===== src/rtl/traffic_phase_controller_pkg.sv =====
// Shared types and constants for the intersection sequencer.
// Phase codes, lamp encodings and the duration saturation rule live here.
package traffic_pkg;

    typedef enum logic [1:0] {
        PV = 2'd0,
        PA = 2'd1,
        SV = 2'd2,
        SA = 2'd3
    } phase_t;

    localparam logic [2:0] RED   = 3'b100;
    localparam logic [2:0] AMBER = 3'b010;
    localparam logic [2:0] GREEN = 3'b001;

    localparam logic [1:0] P_RED   = 2'b10;
    localparam logic [1:0] P_GREEN = 2'b01;

    localparam logic [6:0] MAX_SECONDS = 7'd99;

    // A zero duration still shows one second so the cycle never stalls.
    function automatic logic [6:0] sat_seconds(input logic [6:0] x);
        if (x == 7'd0)
            return 7'd1;
        else if (x > MAX_SECONDS)
            return MAX_SECONDS;
        else
            return x;
    endfunction

endpackage


===== src/rtl/traffic_phase_controller_if.sv =====
// Programming inputs, buttons and registered display/lamp outputs of the sequencer.
// The controller takes the slave side; the environment driving it takes the master side.
interface traffic_phase_controller_if;

    logic [6:0] Tpv;
    logic [6:0] Tsv;
    logic [6:0] Ta;
    logic       ped_req;
    logic       mode_btn;
    logic [1:0] StateFlag;
    logic [6:0] timeRemaining;
    logic [2:0] Principal_Road;
    logic [2:0] Secondary_Road;
    logic [1:0] Principal_Pedestrian;
    logic [1:0] Secondary_Pedestrian;
    logic [1:0] PhraseSel;

    modport master (
        output Tpv, Tsv, Ta, ped_req, mode_btn,
        input  StateFlag, timeRemaining, Principal_Road, Secondary_Road,
               Principal_Pedestrian, Secondary_Pedestrian, PhraseSel
    );

    modport slave (
        input  Tpv, Tsv, Ta, ped_req, mode_btn,
        output StateFlag, timeRemaining, Principal_Road, Secondary_Road,
               Principal_Pedestrian, Secondary_Pedestrian, PhraseSel
    );

endinterface


===== src/rtl/traffic_phase_controller_tick_gen.sv =====
// Prescaler producing a one-cycle tick every CLK_HZ/TICK_HZ clocks.
// The first tick is seen on the clock edge CLK_HZ/TICK_HZ cycles after reset release.
module tick_gen #(
    parameter int CLK_HZ  = 50_000_000,
    parameter int TICK_HZ = 1
) (
    input  logic clk,
    input  logic rst,
    output logic tick
);

    localparam int DIV = (CLK_HZ / TICK_HZ > 1) ? CLK_HZ / TICK_HZ : 1;
    localparam int W   = (DIV > 1) ? $clog2(DIV) : 1;
    localparam logic [W-1:0] LAST = W'(DIV - 1);

    logic [W-1:0] count;

    always_ff @(posedge clk) begin
        if (rst)
            count <= '0;
        else if (count == LAST)
            count <= '0;
        else
            count <= count + 1'b1;
    end

    assign tick = (count == LAST);

endmodule


===== src/rtl/traffic_phase_controller.sv =====
// Four-phase intersection sequencer: countdown, lamp codes, pedestrian truncation
// and display page selection, all driven from registers.
module traffic_phase_controller
    import traffic_pkg::*;
#(
    parameter int CLK_HZ  = 50_000_000,
    parameter int TICK_HZ = 1,
    parameter int PED_MIN = 5
) (
    input logic                         clock50MHz,
    input logic                         reset,
    traffic_phase_controller_if.slave   bus
);

    localparam logic [6:0] PED_LOAD = 7'(PED_MIN);

    phase_t     phase, phase_next;
    logic [6:0] remaining, remaining_next;
    logic [1:0] phrase, phrase_next;
    logic [2:0] road_p, road_p_next, road_s, road_s_next;
    logic [1:0] ped_p, ped_p_next, ped_s, ped_s_next;
    logic       ped_prev, mode_prev;
    logic       ped_rise, mode_rise;
    logic       tick;
    logic [6:0] load_pv, load_sv, load_a;

    tick_gen #(
        .CLK_HZ  (CLK_HZ),
        .TICK_HZ (TICK_HZ)
    ) u_tick_gen (
        .clk  (clock50MHz),
        .rst  (reset),
        .tick (tick)
    );

    assign ped_rise  = bus.ped_req & ~ped_prev;
    assign mode_rise = bus.mode_btn & ~mode_prev;
    assign load_pv   = sat_seconds(bus.Tpv);
    assign load_sv   = sat_seconds(bus.Tsv);
    assign load_a    = sat_seconds(bus.Ta);

    always_ff @(posedge clock50MHz) begin
        if (reset) begin
            phase     <= PV;
            remaining <= load_pv;
            phrase    <= 2'd0;
            road_p    <= GREEN;
            road_s    <= RED;
            ped_p     <= P_RED;
            ped_s     <= P_GREEN;
            ped_prev  <= 1'b0;
            mode_prev <= 1'b0;
        end else begin
            phase     <= phase_next;
            remaining <= remaining_next;
            phrase    <= phrase_next;
            road_p    <= road_p_next;
            road_s    <= road_s_next;
            ped_p     <= ped_p_next;
            ped_s     <= ped_s_next;
            ped_prev  <= bus.ped_req;
            mode_prev <= bus.mode_btn;
        end
    end

    // A pedestrian truncation takes priority over a coincident tick.
    always_comb begin
        phase_next     = phase;
        remaining_next = remaining;
        phrase_next    = phrase;
        road_p_next    = RED;
        road_s_next    = RED;
        ped_p_next     = P_RED;
        ped_s_next     = P_RED;

        if (ped_rise && phase == PV && remaining > PED_LOAD) begin
            remaining_next = PED_LOAD;
        end else if (tick) begin
            if (remaining > 7'd1) begin
                remaining_next = remaining - 7'd1;
            end else begin
                phase_next = phase_t'(phase + 2'd1);
                if (phase_next == PV)
                    remaining_next = load_pv;
                else if (phase_next == SV)
                    remaining_next = load_sv;
                else
                    remaining_next = load_a;
            end
        end

        if (mode_rise)
            phrase_next = (phrase == 2'd2) ? 2'd0 : phrase + 2'd1;

        unique case (phase_next)
            PV: begin
                road_p_next = GREEN;
                ped_s_next  = P_GREEN;
            end
            PA: road_p_next = AMBER;
            SV: begin
                road_s_next = GREEN;
                ped_p_next  = P_GREEN;
            end
            SA: road_s_next = AMBER;
            default: ;
        endcase
    end

    assign bus.StateFlag            = phase;
    assign bus.timeRemaining        = remaining;
    assign bus.PhraseSel            = phrase;
    assign bus.Principal_Road       = road_p;
    assign bus.Secondary_Road       = road_s;
    assign bus.Principal_Pedestrian = ped_p;
    assign bus.Secondary_Pedestrian = ped_s;

endmodule


===== src/flat_wrapper.sv =====
// flat-port wrapper written by rule: the top's interface ports become plain ports
module traffic_phase_controller_flat import traffic_pkg::*;
#(
    parameter int CLK_HZ  = 50_000_000,
    parameter int TICK_HZ = 1,
    parameter int PED_MIN = 5
)
  (clock50MHz, reset, bus_Tpv, bus_Tsv, bus_Ta, bus_ped_req, bus_mode_btn, bus_StateFlag, bus_timeRemaining, bus_Principal_Road, bus_Secondary_Road, bus_Principal_Pedestrian, bus_Secondary_Pedestrian, bus_PhraseSel);
  traffic_phase_controller_if bus_i ();
  input logic clock50MHz;
  input logic reset;
  input wire logic [$bits(bus_i.Tpv)-1:0] bus_Tpv;
  input wire logic [$bits(bus_i.Tsv)-1:0] bus_Tsv;
  input wire logic [$bits(bus_i.Ta)-1:0] bus_Ta;
  input wire logic [$bits(bus_i.ped_req)-1:0] bus_ped_req;
  input wire logic [$bits(bus_i.mode_btn)-1:0] bus_mode_btn;
  output wire logic [$bits(bus_i.StateFlag)-1:0] bus_StateFlag;
  output wire logic [$bits(bus_i.timeRemaining)-1:0] bus_timeRemaining;
  output wire logic [$bits(bus_i.Principal_Road)-1:0] bus_Principal_Road;
  output wire logic [$bits(bus_i.Secondary_Road)-1:0] bus_Secondary_Road;
  output wire logic [$bits(bus_i.Principal_Pedestrian)-1:0] bus_Principal_Pedestrian;
  output wire logic [$bits(bus_i.Secondary_Pedestrian)-1:0] bus_Secondary_Pedestrian;
  output wire logic [$bits(bus_i.PhraseSel)-1:0] bus_PhraseSel;
  assign bus_i.Tpv = bus_Tpv;
  assign bus_i.Tsv = bus_Tsv;
  assign bus_i.Ta = bus_Ta;
  assign bus_i.ped_req = bus_ped_req;
  assign bus_i.mode_btn = bus_mode_btn;
  assign bus_StateFlag = bus_i.StateFlag;
  assign bus_timeRemaining = bus_i.timeRemaining;
  assign bus_Principal_Road = bus_i.Principal_Road;
  assign bus_Secondary_Road = bus_i.Secondary_Road;
  assign bus_Principal_Pedestrian = bus_i.Principal_Pedestrian;
  assign bus_Secondary_Pedestrian = bus_i.Secondary_Pedestrian;
  assign bus_PhraseSel = bus_i.PhraseSel;
  traffic_phase_controller #(.CLK_HZ(CLK_HZ), .TICK_HZ(TICK_HZ), .PED_MIN(PED_MIN)) u_core (.clock50MHz(clock50MHz), .reset(reset), .bus(bus_i));
endmodule

===== config.mk =====
export PLATFORM = sky130hd
export DESIGN_NAME = traffic_phase_controller_flat
export DESIGN_NICKNAME = d
export VERILOG_FILES = /design/src/rtl/traffic_phase_controller_pkg.sv /design/src/rtl/traffic_phase_controller_if.sv /design/src/rtl/traffic_phase_controller_tick_gen.sv /design/src/rtl/traffic_phase_controller.sv /design/src/flat_wrapper.sv
export SDC_FILE = /design/constraint.sdc
export NUM_CORES = 1
export LEC_CHECK = 0
export ABC_AREA = 1
export BUFFER_PORTS_ARGS = -buffer_cell sky130_fd_sc_hd__buf_2
export CORE_ASPECT_RATIO = 1.5
export CORE_MARGIN = 2
export CORE_UTILIZATION = 45
export DETAILED_ROUTE_END_ITERATION = 16
export PLACE_DENSITY = 0.66
export SYNTH_ARGS = -nofsm -noshare
export SYNTH_HDL_FRONTEND = slang
export SYNTH_SLANG_ARGS = --single-unit

===== constraint.sdc =====
create_clock -name clock50MHz -period 2.4 [get_ports clock50MHz]
set_clock_uncertainty 0.15 [all_clocks]
set_input_delay 0.48 -clock clock50MHz [delete_from_list [all_inputs] [get_ports clock50MHz]]
set_output_delay 0.48 -clock clock50MHz [all_outputs]
set_load 0.02 [all_outputs]

==> impl_metrics.py <==
metrics = {
    "logic_synthesis": {
        "synthesis.nets": 458,
        "synth-seq-area-share": 0.358,
        "async_flop_share": 0,
        "yosysWarningCount": 0,
        "synth-edff-count": 7,
        "syn_area_um2": 2830,
        "ys_seq_elements": 47,
        "syn_avg_cell_area_um2": 6.62,
        "synth.distinct_cells": 38,
        "synth_flop_cell": "dfxtp_1",
        "synthCells": 427,
    },
    "routing": {
        "wl_per_cell_um": 12.7,
        "vias": 2798,
        "via_per_inst": 5.07,
        "drcViolationCount": 0,
        "drtIter0Drc": 116,
        "routed_wirelength_um": 7000,
        "ant_nets": 0,
        "drtPass1Iterations": 5,
    },
    "power": {
        "peakVddDrop_mv": 0.246,
        "power_density_nw_per_um2": 519,
        "power_leakage_nw": 1.40,
        "p_total_mw": 1.68,
    },
    "setup_path": {
        "worstSetupPathType": "flop to flop",
        "crit_chain": "inv_1 > ha_1 > o21bai_1 > nand3_1 > buf_4 > a21oi_1 > nand2_1 > nand2_1 > nand2_1",
        "cp_max_fo": 7,
        "start_kind": "flop",
        "r2r_end": "u_core.bus.timeRemaining[1]",
        "r2r_slack_ns": 0.33,
        "cp-end-kind": "flop",
        "crit_arrival_ns": 1.99,
        "slowest_stage": "edfxtp_1",
        "cp_num_buf_inv": 2,
        "cp_common_cell": "nand2_1",
        "required_ns": 2.32,
        "slowest_delay_ns": 0.42,
        "cpLargestDelayFamily": "simple AND/OR/NAND/NOR gates",
        "reg2reg_depth": 9,
        "rr_startpoint": "u_core.bus.timeRemaining[1]",
    },
    "sta": {
        "tightest_slew_ns": 0.387,
        "finalHoldViolations": 0,
        "worst_slack_ns": 0.331,
        "period_share": 0.862,
        "tns_ns": 0,
        "setup_violations": 0,
        "fmax_mhz": 483,
        "relSlewSlack": 0.742,
        "rsz0062_at_grt": "no",
        "finalCriticalPeriod_ns": 2.07,
        "slew_violations": 0,
    },
    "clock_tree": {
        "cts_resized": 0,
        "cts_buffers": 5,
        "cts_hold_buffers": 0,
        "cts_tree": "built",
        "clk_path_buf_depth": 2,
        "cts_sinks": 47,
        "cts_max_level": 2,
        "clock-root-buffer": "clkbuf_8",
        "path_clk_slew_ns": 0.10,
        "clk_latency_ns": 0.31,
        "post_cts_buffers": 0,
    },
    "cells_and_area": {
        "area_delta_synth_final_pct": 14.7,
        "final_common_cell": "nand2_1",
        "antenna_cells": 0,
        "layout_common_cells": "nand2_1 (122), nor2_1 (69), inv_1 (54)",
        "nets": 508,
        "post-route-util": 0.529,
        "drive_above_1_share": 0.174,
    },
    "floorplan": {
        "die_y_um": 101,
        "fp.coreArea_um2": 6130,
        "io_pins": 46,
        "start_util": 0.461,
        "dieArea_um2": 6950,
        "rows": 35,
        "die_w_um": 68.7,
    },
    "run_status": {
        "status": "finished, final reports clean",
    },
    "grt": {
        "grt_max_degree": 22,
        "grt_antenna_before_repair": 0,
        "grt_pass1_vias": 2711,
        "grtUsageTotal": 0.218,
        "grt_first_pass_wirelength_um": 11500,
        "grt_overflow_total": 0,
    },
    "hold_path": {
        "hold_start": "bus_ped_req",
        "hold_path.class": "input port to flop",
        "hold_path_depth": 3,
        "hold_path_end": "u_core.ped_prev",
    },
    "placement": {
        "post-place-ws_ns": 0.352,
        "gp_congestion": 0.891,
        "io_buffers": 45,
        "dpl.hpwl_um": 5670,
    },
    "run": {
        "drv_cap": 0,
    },
}
[registers in the layout (all words and copies together) (netlist names)]
name	cells
u_core.u_tick_gen.count	26
u_core.bus.timeRemaining	7
u_core.bus.PhraseSel	2
u_core.bus.Principal_Pedestrian	2
u_core.bus.Principal_Road	2
u_core.bus.Secondary_Pedestrian	2
u_core.bus.Secondary_Road	2
u_core.bus.StateFlag	2
u_core.mode_prev	1
u_core.ped_prev	1
[layout make-up]
| class | count | area [um2] |
|---|---|---|
| Clock buffer | 5 | 68.8 |
| Clock inverter | 3 | 46.3 |
| Fill cell | 629 | 2890 |
| Inverter | 60 | 225 |
| Multi-Input combinational cell | 314 | 1550 |
| Sequential cell | 47 | 1010 |
| Tap cell | 74 | 92.6 |
| Timing Repair Buffer | 49 | 255 |
[worst max path at each step]
stage / startpoint / end / slack, ns / cells past startpoint
global placement: u_core.bus.timeRemaining[1] / u_core.bus.timeRemaining[1] / 0.43 / 9
CTS: u_core.bus.timeRemaining[1] / u_core.bus.timeRemaining[1] / 0.33 / 9
detailed placement: u_core.bus.timeRemaining[1] / u_core.bus.timeRemaining[1] / 0.35 / 9
finish: u_core.bus.timeRemaining[1] / u_core.bus.timeRemaining[1] / 0.33 / 9
global route: u_core.bus.timeRemaining[4] / u_core.bus.timeRemaining[1] / 0.17 / 9
floorplan: u_core.bus.timeRemaining[0] / u_core.bus.timeRemaining[4] / 0.43 / 7
[Yosys cell counts, types with 2 or more instances]
master | instances | area (um2)
buf_6 | 2 | 22.5
nand4_1 | 4 | 25.0
nand3b_1 | 7 | 52.6
buf_4 | 2 | 15.0
a31oi_1 | 2 | 12.5
xnor2_1 | 3 | 26.3
o21bai_1 | 2 | 15.0
nor3_1 | 6 | 30.0
nor3b_1 | 2 | 15.0
o22ai_1 | 4 | 25.0
a21oi_1 | 25 | 125
inv_1 | 54 | 203
xor2_1 | 3 | 26.3
nand3_1 | 22 | 110
o21ai_0 | 10 | 50.1
ha_1 | 6 | 75.1
nor2_4 | 6 | 67.6
dfxtp_1 | 40 | 801
nand2_2 | 6 | 37.5
nor2_1 | 69 | 259
inv_2 | 5 | 18.8
nand2_1 | 122 | 458
edfxtp_1 | 7 | 210
nor3_2 | 3 | 30.0
o21ai_1 | 2 | 10.0
[power by group]
part,total (mW),internal [mW],switching [mW]
Combinational,0.234,0.0834,0.150
Sequential,0.850,0.829,0.0212
Clock,0.601,0.314,0.287
[worst register-to-register path: stages, from the launching register on]
cell      delay [ns]
edfxtp_1        0.42
inv_1           0.12
ha_1            0.15
o21bai_1        0.17
nand3_1         0.30
buf_4           0.26
a21oi_1         0.11
nand2_1         0.06
nand2_1         0.06
nand2_1         0.05
[routing by layer]
| layer | vias up | part of all wire | GRT usage |
|---|---|---|---|
| met1 | 1254 | 0.37 | 0.200 |
| met4 | 0 | 0.052 | 0.146 |
| met2 | 72 | 0.55 | 0.419 |
| met5 | - | 0 | 0 |
| li1 | 1446 | - | - |
| met3 | 26 | 0.036 | 0.0279 |
[through the flow]
| stage | hold slack (ns) | instance area (um2) | instances |
|---|---|---|---|
| after floorplan | 0.295 | 2830 | 427 |
| after global placement | 0.308 | 3130 | 544 |
| after detailed placement | 0.318 | 3130 | 544 |
| after CTS | 0.228 | 3240 | 552 |
| after global routing | 0.272 | 3240 | 552 |
| final | 0.227 | 3240 | 552 |
[logic make-up after synthesis]
group	count (synthesis)	synth area share
simple gates	254	0.408
buf+inv	66	0.0960
xor+xnor	6	0.0186
flops	47	0.358
compound gates	48	0.0929
fa+ha+maj	6	0.0265
Power figures use the tool's default switching activity.
